<file path="src/rtl/uart_pkg.sv">
// Shared types and helpers for the parametrised UART transmitter.
package uart_pkg;

  // Transmit FSM states
  typedef enum logic [2:0] {
    ST_IDLE  = 3'd0,
    ST_START = 3'd1,
    ST_DATA  = 3'd2,
    ST_PAR   = 3'd3,
    ST_STOP  = 3'd4
  } tx_state_e;

  // Parity modes
  localparam int unsigned PAR_NONE = 0;
  localparam int unsigned PAR_ODD  = 1;
  localparam int unsigned PAR_EVEN = 2;

  // Clocks per bit period (integer truncation)
  function automatic int unsigned calc_div(input int unsigned clk_freq,
                                           input int unsigned baud);
    return clk_freq / baud;
  endfunction

endpackage

</file>
<file path="src/rtl/uart_fifo.sv">
// Synchronous FIFO with occupancy count; storage is not reset, pointers and count are.
module uart_fifo #(
  parameter int unsigned WIDTH = 8,
  parameter int unsigned DEPTH = 4
) (
  input  logic                     clk,
  input  logic                     nrst,
  input  logic                     push,
  input  logic [WIDTH-1:0]         wr_data,
  input  logic                     pop,
  output logic [WIDTH-1:0]         rd_data_c,
  output logic [$clog2(DEPTH):0]   count,
  output logic                     full_c,
  output logic                     empty_c
);

  localparam int unsigned PTR_W = $clog2(DEPTH);
  localparam int unsigned CNT_W = PTR_W + 1;

  logic [WIDTH-1:0] mem_q [DEPTH];
  logic [PTR_W-1:0] wr_ptr_q, wr_ptr_d;
  logic [PTR_W-1:0] rd_ptr_q, rd_ptr_d;
  logic [CNT_W-1:0] count_q, count_d;
  logic             do_push;
  logic             do_pop;

  // Qualify requests against occupancy and advance pointers/count
  always_comb begin
    wr_ptr_d = wr_ptr_q;
    rd_ptr_d = rd_ptr_q;
    count_d  = count_q;
    do_push  = push && (count_q != CNT_W'(DEPTH));
    do_pop   = pop && (count_q != '0);
    if (do_push) wr_ptr_d = wr_ptr_q + PTR_W'(1);
    if (do_pop)  rd_ptr_d = rd_ptr_q + PTR_W'(1);
    case ({do_push, do_pop})
      2'b10:   count_d = count_q + CNT_W'(1);
      2'b01:   count_d = count_q - CNT_W'(1);
      default: count_d = count_q;
    endcase
  end

  // Pointer and count registers
  always_ff @(posedge clk or negedge nrst) begin
    if (!nrst) begin
      wr_ptr_q <= '0;
      rd_ptr_q <= '0;
      count_q  <= '0;
    end else begin
      wr_ptr_q <= wr_ptr_d;
      rd_ptr_q <= rd_ptr_d;
      count_q  <= count_d;
    end
  end

  // Storage write; contents need no reset since count gates every read
  always_ff @(posedge clk) begin
    if (do_push) mem_q[wr_ptr_q] <= wr_data;
  end

  assign rd_data_c = mem_q[rd_ptr_q];
  assign count     = count_q;
  assign full_c    = (count_q == CNT_W'(DEPTH));
  assign empty_c   = (count_q == '0);

endmodule

</file>
<file path="src/rtl/uart_tx_param.sv">
// Buffered UART transmitter: FIFO front end, baud counter, shifter and framing FSM.
module uart_tx_param
  import uart_pkg::*;
#(
  parameter int unsigned CLK_FREQ   = 12000000,
  parameter int unsigned BAUD       = 9600,
  parameter int unsigned DATA_BITS  = 8,
  parameter int unsigned PARITY     = 0,
  parameter int unsigned STOP_BITS  = 1,
  parameter int unsigned FIFO_DEPTH = 4
) (
  input  logic                          clk,
  input  logic                          nrst,
  input  logic [DATA_BITS-1:0]          data_in,
  input  logic                          data_valid,
  output logic                          data_ready,
  output logic                          tx,
  output logic                          busy,
  output logic [$clog2(FIFO_DEPTH):0]   fifo_count,
  output logic                          frame_done
);

  localparam int unsigned DIV    = calc_div(CLK_FREQ, BAUD);
  localparam int unsigned BAUD_W = $clog2(DIV);
  localparam int unsigned BIT_W  = $clog2(DATA_BITS);
  localparam int unsigned CNT_W  = $clog2(FIFO_DEPTH) + 1;

  tx_state_e              state_q, state_d;
  logic [BAUD_W-1:0]      baud_q, baud_d;
  logic [BIT_W-1:0]       bit_q, bit_d;
  logic [DATA_BITS-1:0]   shreg_q, shreg_d;
  logic                   par_q, par_d;
  logic                   tx_q, tx_d;
  logic                   busy_q, busy_d;
  logic                   frame_done_q, frame_done_d;

  logic                   push_c;
  logic                   pop_c;
  logic [DATA_BITS-1:0]   head_c;
  logic                   head_par_c;
  logic                   fifo_full_c;
  logic                   fifo_empty_c;
  logic                   baud_end_c;
  logic [CNT_W-1:0]       cnt_next_c;

  assign data_ready = !fifo_full_c;
  assign push_c     = data_valid && !fifo_full_c;

  // Transmit buffer
  uart_fifo #(
    .WIDTH (DATA_BITS),
    .DEPTH (FIFO_DEPTH)
  ) u_fifo (
    .clk       (clk),
    .nrst      (nrst),
    .push      (push_c),
    .wr_data   (data_in),
    .pop       (pop_c),
    .rd_data_c (head_c),
    .count     (fifo_count),
    .full_c    (fifo_full_c),
    .empty_c   (fifo_empty_c)
  );

  // Parity bit for the head word, latched alongside the payload on pop
  assign head_par_c = (^head_c) ^ (PARITY == PAR_ODD);
  assign baud_end_c = (baud_q == BAUD_W'(DIV - 1));

  // Next-state, counters, shifter and registered-output precompute
  always_comb begin
    state_d      = state_q;
    baud_d       = baud_q + BAUD_W'(1);
    bit_d        = bit_q;
    shreg_d      = shreg_q;
    par_d        = par_q;
    pop_c        = 1'b0;
    tx_d         = 1'b1;
    frame_done_d = 1'b0;
    busy_d       = 1'b0;
    cnt_next_c   = '0;

    case (state_q)
      ST_IDLE: begin
        baud_d = '0;
        if (!fifo_empty_c) begin
          state_d = ST_START;
          pop_c   = 1'b1;
          shreg_d = head_c;
          par_d   = head_par_c;
        end
      end
      ST_START: begin
        if (baud_end_c) begin
          state_d = ST_DATA;
          baud_d  = '0;
          bit_d   = '0;
        end
      end
      ST_DATA: begin
        if (baud_end_c) begin
          baud_d  = '0;
          shreg_d = shreg_q >> 1;
          if (bit_q == BIT_W'(DATA_BITS - 1)) begin
            bit_d   = '0;
            state_d = (PARITY != PAR_NONE) ? ST_PAR : ST_STOP;
          end else begin
            bit_d = bit_q + BIT_W'(1);
          end
        end
      end
      ST_PAR: begin
        if (baud_end_c) begin
          state_d = ST_STOP;
          baud_d  = '0;
          bit_d   = '0;
        end
      end
      ST_STOP: begin
        if (baud_end_c) begin
          baud_d = '0;
          if (bit_q == BIT_W'(STOP_BITS - 1)) begin
            bit_d = '0;
            // Chain straight into the next frame when data is waiting
            if (!fifo_empty_c) begin
              state_d = ST_START;
              pop_c   = 1'b1;
              shreg_d = head_c;
              par_d   = head_par_c;
            end else begin
              state_d = ST_IDLE;
            end
          end else begin
            bit_d = bit_q + BIT_W'(1);
          end
        end
      end
      default: begin
        state_d = ST_IDLE;
        baud_d  = '0;
        bit_d   = '0;
      end
    endcase

    // Line level for the state being entered so tx_q stays aligned with state_q
    case (state_d)
      ST_START: tx_d = 1'b0;
      ST_DATA:  tx_d = shreg_d[0];
      ST_PAR:   tx_d = par_d;
      default:  tx_d = 1'b1;
    endcase

    frame_done_d = (state_d == ST_STOP) && (baud_d == BAUD_W'(DIV - 1)) &&
                   (bit_d == BIT_W'(STOP_BITS - 1));

    cnt_next_c = fifo_count + CNT_W'(push_c) - CNT_W'(pop_c);
    busy_d     = (state_d != ST_IDLE) || (cnt_next_c != '0);
  end

  // State and output registers; reset parks the line high immediately
  always_ff @(posedge clk or negedge nrst) begin
    if (!nrst) begin
      state_q      <= ST_IDLE;
      baud_q       <= '0;
      bit_q        <= '0;
      shreg_q      <= '0;
      par_q        <= 1'b0;
      tx_q         <= 1'b1;
      busy_q       <= 1'b0;
      frame_done_q <= 1'b0;
    end else begin
      state_q      <= state_d;
      baud_q       <= baud_d;
      bit_q        <= bit_d;
      shreg_q      <= shreg_d;
      par_q        <= par_d;
      tx_q         <= tx_d;
      busy_q       <= busy_d;
      frame_done_q <= frame_done_d;
    end
  end

  assign tx         = tx_q;
  assign busy       = busy_q;
  assign frame_done = frame_done_q;

endmodule

</file>
<file path="config.mk">
export PLATFORM = sky130hd
export DESIGN_NAME = uart_tx_param
export DESIGN_NICKNAME = d
export VERILOG_FILES = /design/src/rtl/uart_pkg.sv /design/src/rtl/uart_fifo.sv /design/src/rtl/uart_tx_param.sv
export SDC_FILE = /design/constraint.sdc
export NUM_CORES = 1
export LEC_CHECK = 0
export CAP_MARGIN = 40
export CORE_ASPECT_RATIO = 1.1
export CORE_MARGIN = 1
export CORE_UTILIZATION = 35
export DETAILED_ROUTE_END_ITERATION = 8
export DONT_BUFFER_PORTS = 1
export HOLD_SLACK_MARGIN = 0.02
export PLACE_DENSITY = 0.5
export SYNTH_ARGS = -nofsm -noshare
export SYNTH_HDL_FRONTEND = slang
export SYNTH_SLANG_ARGS = --single-unit
</file>
<file path="constraint.sdc">
create_clock -name clk -period 2.54 [get_ports clk]
set_clock_uncertainty 0.2 [all_clocks]
set_input_delay 0.254 -clock clk [delete_from_list [all_inputs] [get_ports clk]]
set_output_delay 0.254 -clock clk [all_outputs]
set_load 0.02 [all_outputs]
</file>
==> run metrics, run 1 <==
outcome finished, violations left; failing checks setup timing; most frequent cells in the layout dfrtp_1, buf_4, edfxtp_1; min Tclk post-route approximately 2.6 ns; placed cell count 400; Cell Area, Synth between 3000 and 4000 um^2; type of origin of the critical path flip-flop; HPWL Detailed about 4.4 mm; clock latency on the worst-skew pair about 0.34 ns; FILL cells 838; initial DRC count 96; crit-path max FO 2; number of port buffers 0; CP max stage delay 0.42 ns; reg2reg start baud_q[0]; gr ovfl total 0; Worst EP arrival 2.64 ns; CP startpoint baud_q[0]; Die Area 9904 um^2; fin worst setup slack -0.09400 ns; antenna viol nets, final 0; Via Count between 2000 and 2500; Syn Area/Cell approximately 13 um^2; Warnings, synthesis 0; Post-Syn Nets roughly 290; Hold Violations, Final 0; total track usage between 10% and 20%; Post-Layout Cell Count 431; DIE WIDTH roughly 95 um; crit share post-route 103.7%; VDD IR max around 0.65 mV; DR WL/cell between 10 and 15 um; Slowest-stage cell, CP dfrtp_1; NumNets Final ~340; clock slew at reported path FFs 0.08 ns; reg2reg end busy; Min-Delay Path Class in -> async; htree depth 3; CP Data Required Time about 2.6 ns; Relative slew margins 69.47%; I/O Pins 18; root buffer cell clkbuf_8; Post-Route WL about 6.4 mm; ant diodes 0; via/cell ratio roughly 4.9; P&R area growth vs syn 23.12%; total CTS buffers 9; crit path capture busy; first-pass GRT wire length 10.73 mm; max frequency ~380 MHz; unrepaired setup endpoints after global routing yes; drt pass-1 iters 4; Slew Viols, Final 0; vias in the first global route between 2000 and 2500; Synth async-reset ratio between 50% and 60%; CTS Buffer Depth 2; multi-input logic area 1438 um^2; clk sinks 68; final setup vio count 1; r2r setup slk -0.09 ns; FF-to-FF path depth 12; TritonCTS clock tree yes; largest net degree at the start of global routing 37; Final TNS setup -0.09400 ns; CP cell instances ha_4, and4bb_1, nand4_1, a21oi_2, ha_1, inv_1, ha_2, fa_2, xnor2_2, xnor2_1, nor3_2, nand3_1; Post-synth EDFFs 32; Cells after Synth 262; number of remaining DRC errors 0; initial core utilization a little under two fifths; Row Count 36; Unique masters post-synth 53; Die H 104.3 um; register area share after synthesis about 56%; CORE AREA between 9000 and 10000 um^2; Leak between 0.0015 and 0.002 uW; CP Class reg -> reg; Max Cap Violations 0; gp weighted congestion around 0.74; #FFs+latches synth ~70; power per standard cell area between 700 and 800 nW/um^2; Reg area roughly 1900 um^2; Primary FF master, synth dfrtp_1; Least-Margin Pin Slew around 0.46 ns; layout cell share with drive strength beyond 1 28.08%; initial antenna violation count 0; CP endpoint kind flip-flop
## cells by family (layout without fill, tap and decap cells)
group / Yosys count / after routing / share of synthesized area [%]
DFF: 68 / 68 / 55.98
buffers and inverters: 23 / 78 / 3.083
xor gates and xnor gates: 24 / 24 / 6.316
adders and majority gates: 14 / 14 / 5.714
and+or+nand+nor: 86 / 86 / 14.77
muxes: 11 / 11 / 6.391
AOI/OAI and AO/OA: 36 / 36 / 7.744
## power breakdown
group          switching, uW  internal, uW
combinational            341           276
clock                    443           458
sequential              44.1          1310
total                    828          2040
## worst max-delay path: cells and delay by family, from the launching register on
family / cells / cell delay, ns
compound gates: 1 / 0.07
simple gates: 4 / 0.53
flops: 1 / 0.42
fa+ha+maj: 4 / 0.97
xor+xnor: 2 / 0.27
buf+inv: 1 / 0.04
## through the flow
step	setup WS, ns	power [uW]	cell area (um^2)	util (%)	hold WS, ns
2_1_floorplan	-0.1673	1788	3357	-	-0.2416
3_3_place_gp	-0.08969	1942	3687	40.73	-0.2405
3_5_place_dp	-0.1254	1953	3687	40.73	-0.2406
4_1_cts	-0.1102	2897	4041	44.64	0.1776
5_1_grt	-0.3009	3046	4098	45.26	0.1846
6_report	-0.09400	2869	4098	45.26	0.1703
## registers in the layout (all words and copies together) (netlist names)
name and count:
baud_q 11, bit_q 3, busy 1, frame_done 1, par_q 1, shreg_q 8
state_q 3, tx 1, u_fifo.count 3, u_fifo.mem_q 32, u_fifo.rd_ptr_q 2, u_fifo.wr_ptr_q 2
## repair_timing
item | in CTS | in global routing
resized for setup | 5 | 9
hold buffers | 11 | 0
setup endpoints to repair | 2 | 5
pin swaps | 5 | 4
setup buffers | 3 | 1
endpoints found under the hold margin | 69 | 0
## per-layer routing
| metal | up-vias | track usage (%) | share of wire (%) | wire (um) |
|---|---|---|---|---|
| li1 | 1040 | - | - | - |
| met1 | 1062 | 17.43 | 45 | 2871 |
| met2 | 20 | 24.00 | 52 | 3337 |
| met3 | 6 | 3.801 | 2.2 | 144 |
| met4 | 0 | 5.195 | 1.2 | 76 |
| met5 | - | 0 | 0 | 0 |
## final cells by class
cell class              count  area share (%)
flip-flops and latches     68           45.47
clock buffers               9           3.023
well taps                 114           3.481
inverters                  15           1.374
clock inverters             7           1.863
repair buffers             47           9.710
multi-input cells         171           35.08
## how the worst min path moves through the flow
stage,cells past startpoint,endpoint,slack [ns],startpoint
after floorplan,0,baud_q[0],-0.24,nrst
after global placement,0,baud_q[4],-0.24,nrst
after detailed placement,0,baud_q[10],-0.24,nrst
after global routing,2,shreg_q[6],0.18,nrst
after CTS,2,shreg_q[6],0.18,nrst
final,2,baud_q[3],0.17,nrst
## Yosys cell counts (2+ instances only)
library cell	count	area, um^2
dfrtp_1	35	875.8
mux4_2	8	180.2
ha_1	12	150.1
nor3_4	2	32.53
nand3_1	6	30.03
nand4_1	2	12.51
nor2_2	2	12.51
nor2b_1	2	12.51
a21oi_1	6	30.03
clkbuf_1	2	7.510
nor3_1	2	10.01
nor2_1	20	75.07
inv_1	15	56.30
o21ai_0	7	35.03
fa_1	2	40.04
a21oi_2	2	17.52
o22ai_1	2	12.51
nand2_1	25	93.84
xnor2_1	18	157.7
nand2b_1	3	18.77
and3_1	10	62.56
o31ai_1	2	15.01
and4bb_1	2	25.02
edfxtp_1	32	960.9
xor2_1	6	52.55
buf_2	4	20.02
a22oi_1	6	45.04
mux2_2	2	22.52
(Power assumes the default switching activity.)
==> inputs of run 2 (changes only) <==
--- a/config.mk
+++ b/config.mk
@@ -12,6 +12,7 @@
 export DETAILED_ROUTE_END_ITERATION = 8
 export DONT_BUFFER_PORTS = 1
 export HOLD_SLACK_MARGIN = 0.02
+export MAX_ROUTING_LAYER = met4
 export PLACE_DENSITY = 0.5
 export SYNTH_ARGS = -nofsm -noshare
 export SYNTH_HDL_FRONTEND = slang
==> run metrics, run 2 (synthesized netlist as in run 1, its figures left out) <==
hold slack final 0.1709 ns (+0.0006170 ns); Relative slew margins 69.89% (+0.42 points); clk sinks 68 (unchanged); unrepaired setup endpoints after global routing yes; P&R area growth vs syn 23.12% (unchanged); outcome finished, violations left; gr ovfl total 0 (unchanged); largest net degree at the start of global routing 37 (unchanged); FF-to-FF path depth 12 (unchanged); most frequent cells in the layout dfrtp_1, buf_4, edfxtp_1; CORE AREA 9054 um^2 (unchanged); Final TNS setup -0.08720 ns (+0.006791 ns); I/O Pins 18 (unchanged); clock latency on the worst-skew pair 0.34 ns (about the same); initial DRC count 98 (+2.1%); antenna viol nets, final 0 (unchanged); root buffer cell clkbuf_8; number of remaining DRC errors 0 (unchanged); crit-path max FO 2 (unchanged); max FFs per register 32 (unchanged); HPWL Detailed 4.432 mm (unchanged); CP endpoint kind flip-flop; Row Count 36 (unchanged); CP Data Required Time 2.55 ns (about the same); Die H 104.3 um (unchanged); crit share post-route 103.4% (-0.27 points); total track usage 14.71% (+0.39 points); NumNets Final 337 (unchanged); gp weighted congestion 0.7468 (+1.2%); DR WL/cell 14.85 um (-0.45%); Post-Route WL 6.401 mm (-0.45%); via/cell ratio 4.958 (+0.42%); max frequency 380.6 MHz (+0.26%); Worst EP arrival 2.64 ns (about the same); r2r setup slk -0.09 ns (about the same); layout cell share with drive strength beyond 1 28.08% (unchanged); Via Count 2137 (+0.42%); total CTS buffers 9 (unchanged); reg2reg end busy; ant diodes 0 (unchanged); Least-Margin Pin Slew 0.4516 ns (-0.006311 ns); fin worst setup slack -0.08720 ns (+0.006791 ns); Regs by FF count u_fifo.mem_q: 32 flops, baud_q: 11 flops, shreg_q: 8 flops; failing checks setup timing; final core utilization 45.26% (unchanged); DIE WIDTH 94.98 um (unchanged); Largest Register u_fifo.mem_q; final setup vio count 1 (unchanged); vias in the first global route 2194 (-0.23%); drt pass-1 iters 4 (unchanged); crit path capture busy; VDD IR max 0.6467 mV (about the same); Slew Viols, Final 0 (unchanged); CTS Buffer Depth 2 (unchanged); CP startpoint baud_q[0]; first-pass GRT wire length 10.72 mm (about the same); number of port buffers 0 (unchanged); Leak 0.001708 uW (unchanged); power per standard cell area 699.4 nW/um^2 (-0.12%); initial antenna violation count 0 (unchanged); Min-Delay Path Class in -> async; initial core utilization 36.76% (unchanged); htree depth 3 (unchanged); reg2reg start baud_q[0]; Hold Violations, Final 0 (unchanged); TritonCTS clock tree yes; CP Class reg -> reg; Die Area 9904 um^2 (unchanged); Max Cap Violations 0 (unchanged); type of origin of the critical path flip-flop; clock slew at reported path FFs 0.08 ns (about the same); min Tclk post-route 2.627 ns (-0.006791 ns)
==> run 2: cell counts in the layout (fill, tap and decap cells not counted) <==
Identical to the previous run, type by type.
==> run 2: area by class of cell <==
class | count | area (um^2)
timing repair buffer | 47 | 397.9
fill | 838 | 4956
tap | 114 | 142.6
sequential | 68 | 1863
multi-input combinational | 171 | 1438
clock inverter | 7 | 76.32
inverter | 15 | 56.30
clock buffer | 9 | 123.9
==> run 2: worst min-delay path by stage <==
stage / from / to / slack (ns)
floorplan: nrst / baud_q[0] / -0.24
finish: nrst / baud_q[3] / 0.17
global placement: nrst / baud_q[4] / -0.24
CTS: nrst / shreg_q[6] / 0.18
global route: nrst / shreg_q[6] / 0.18
detailed placement: nrst / baud_q[10] / -0.24
==> run 2: routing by layer <==
layer | global-route usage [%] | part of all wire [%] | vias to the layer above
met5 | - | 0 | -
met4 | 5.195 | 1.2 | 0
met3 | 3.728 | 2.0 | 7
met2 | 24.00 | 52 | 21
met1 | 17.43 | 45 | 1067
li1 | - | - | 1042
==> run 2: report_power, final <==
group / switching [uW] / total, uW / internal [uW]
logic: 341 / 617 / 276
registers: 43.9 / 1350 / 1310
clock network: 439 / 897 / 458
total: 825 / 2870 / 2040
==> run 2: critical path: stages (launching register included) <==
cell and delay (ns):
dfrtp_1 0.42, ha_4 0.17, and4bb_1 0.20, nand4_1 0.15, a21oi_2 0.07, ha_1 0.29, inv_1 0.04, ha_2 0.16
fa_2 0.35, xnor2_2 0.14, xnor2_1 0.13, nor3_2 0.10, nand3_1 0.08
==> run 2: timing repair <==
| item | CTS | global route |
|---|---|---|
| gates cloned | 0 | 0 |
| endpoints found under the setup margin | 2 | 5 |
| resized for setup | 5 | 9 |
| endpoints found under the hold margin | 69 | 0 |
| buffers inserted | 3 | 1 |
| pin swaps | 5 | 4 |
| hold buffers | 11 | 0 |
==> run 2: stage by stage <==
| stage | worst slack [ns] | total power [uW] | instances | instance area, um^2 |
|---|---|---|---|---|
| floorplan | -0.1673 | 1788 | 262 | 3357 |
| global placement | -0.08969 | 1942 | 400 | 3687 |
| detailed placement | -0.1254 | 1953 | 400 | 3687 |
| CTS | -0.1102 | 2897 | 430 | 4041 |
| global route | -0.2992 | 3046 | 431 | 4098 |
| finish | -0.08720 | 2866 | 431 | 4098 |
==> inputs of run 3 (changes only) <==
--- a/config.mk
+++ b/config.mk
@@ -14,6 +14,7 @@
 export HOLD_SLACK_MARGIN = 0.02
 export MAX_ROUTING_LAYER = met4
 export PLACE_DENSITY = 0.5
+export SKIP_LAST_GASP = 1
 export SYNTH_ARGS = -nofsm -noshare
 export SYNTH_HDL_FRONTEND = slang
 export SYNTH_SLANG_ARGS = --single-unit
==> constraint.sdc (replaced) <==
create_clock -name clk -period 2.4 [get_ports clk]
set_clock_uncertainty 0.2 [all_clocks]
set_input_delay 0.24 -clock clk [delete_from_list [all_inputs] [get_ports clk]]
set_output_delay 0.24 -clock clk [all_outputs]
set_load 0.02 [all_outputs]
==> run metrics, run 3 (synthesized netlist as in run 1, its figures left out) <==
max FFs per register 32 (unchanged); fin worst setup slack -0.3031 ns (-0.2159 ns); unrepaired setup endpoints after global routing yes; FILL cells 807 (-3.7%); htree depth 3 (unchanged); Post-Layout Cell Count 446 (+3.5%); I/O Pins 18 (unchanged); Slew Viols, Final 0 (unchanged); number of port buffers 0 (unchanged); TritonCTS clock tree yes; Row Count 36 (unchanged); via/cell ratio 4.919 (-0.79%); Min-Delay Path Class in -> async; DIE WIDTH 94.98 um (unchanged); Die Area 9904 um^2 (unchanged); CORE AREA 9054 um^2 (unchanged); largest net degree at the start of global routing 37 (unchanged); clk sinks 68 (unchanged); clock slew at reported path FFs 0.08 ns (about the same); Via Count 2194 (+2.7%); ant diodes 0 (unchanged); Final TNS setup -0.6884 ns (-0.6011 ns); VDD IR max 0.4072 mV (-37%); CTS Buffer Depth 2 (unchanged); number of remaining DRC errors 0 (unchanged); final setup vio count 4 (+3); Least-Margin Pin Slew 0.4713 ns (+0.01972 ns); vias in the first global route 2249 (+2.5%); total track usage 15.29% (+0.58 points); root buffer cell clkbuf_8; DR WL/cell 14.88 um (+0.17%); Die H 104.3 um (unchanged); outcome finished, violations left; NumNets Final 352 (+4.5%); placed cell count 408 (+2.0%); P&R area growth vs syn 27.48%; crit share post-route 112.6% (+9.2 points); Hold Violations, Final 0 (unchanged); initial DRC count 80 (-18%); Post-Route WL 6.635 mm (+3.7%); Regs by FF count u_fifo.mem_q: 32 flops, baud_q: 11 flops, shreg_q: 8 flops; max frequency 369.9 MHz (-2.8%); most frequent cells in the layout buf_4, dfrtp_1, edfxtp_1; layout cell share with drive strength beyond 1 31.02% (+2.9 points); CP Class reg -> reg; failing checks setup timing; initial antenna violation count 0 (unchanged); clock latency on the worst-skew pair 0.34 ns (about the same); Relative slew margins 68.58% (-1.3 points); commonest non-fill, non-tap cell in the layout buf_4; multi-input logic area 1444 um^2 (+0.43%); Reg area 1863 um^2 (unchanged); Leak 0.001786 uW (+4.5%); hold slack final 0.1589 ns (-0.01205 ns); first-pass GRT wire length 11.03 mm (+2.9%); initial core utilization 36.76% (unchanged); drt pass-1 iters 5 (+1); gr ovfl total 0 (unchanged); CP Data Required Time 2.43 ns (-0.12 ns); min Tclk post-route 2.703 ns (+0.07587 ns); total CTS buffers 9 (unchanged); Max Cap Violations 0 (unchanged); type of origin of the critical path flip-flop; CP endpoint kind flip-flop; HPWL Detailed 4.531 mm (+2.2%); Largest Register u_fifo.mem_q; gp weighted congestion 0.8150 (+9.1%); Worst EP arrival 2.73 ns (+0.09 ns); crit-path max FO 2 (unchanged); antenna viol nets, final 0 (unchanged); power per standard cell area 716.1 nW/um^2 (+2.4%)
[run 3: power breakdown]
| part | switching, uW | internal [uW] | total [uW] |
|---|---|---|---|
| Sequential | 46.6 | 1380 | 1430 |
| Clock | 468 | 485 | 953 |
| Combinational | 359 | 295 | 654 |
[run 3: repair_timing]
| action | CTS | global route |
|---|---|---|
| pin swaps | 6 | 6 |
| setup endpoints to repair | 5 | 10 |
| cloned | 0 | 0 |
| gates resized for setup | 4 | 6 |
| hold endpoints to repair | 69 | 0 |
| hold buffers | 11 | 0 |
| buffers inserted | 6 | 5 |
[run 3: through the flow]
step	total power, uW	utilization [%]	setup slack (ns)	area [um^2]
finish	3038	46.86	-0.3031	4243
floorplan	1895	-	-0.3073	3369
global placement	2060	41.67	-0.3133	3772
global route	3225	46.86	-0.4506	4243
detailed placement	2087	41.67	-0.3935	3772
CTS	3085	46.02	-0.2747	4167
[run 3: path summary, 6_finish.rpt]
kind / start / endpoint / slack [ns] / cells past startpoint
setup / recovery: baud_q[1] / busy / -0.30 / 13
hold / removal: nrst / bit_q[1] / 0.16 / 2
setup reg to reg: baud_q[1] / busy / -0.30 / 13
hold reg to reg: shreg_q[2] / shreg_q[2] / 0.28 / 2
max in group asynchronous: nrst / tx / 1.60 / 2
min in group clk: data_valid / u_fifo.mem_q[2][4] / 0.18 / 1
[run 3: metal layers]
layer | global-route usage (%) | up-vias | part of all wire (%)
met1 | 19.55 | 1084 | 47
li1 | - | 1074 | -
met5 | - | - | 0
met2 | 23.48 | 24 | 50
met4 | 5.952 | 0 | 1.9
met3 | 3.436 | 12 | 1.7
[run 3: area by class of cell]
class,instances,share of cell area [%]
flip-flops and latches,68,43.91
inverters,15,1.327
multi-input cells,171,34.03
repair buffers,62,12.71
clock buffers,9,2.919
well taps,114,3.362
clock inverters,7,1.740
[run 3: worst max-delay path: stages (launching register included)]
cell      delay, ns
dfrtp_1        0.38
inv_1          0.06
ha_2           0.17
and4bb_1       0.24
nand4_1        0.19
a21oi_2        0.18
ha_1           0.14
inv_1          0.04
ha_2           0.16
fa_2           0.35
xnor2_2        0.14
xnor2_1        0.12
nor3_1         0.13
nand3_1        0.09
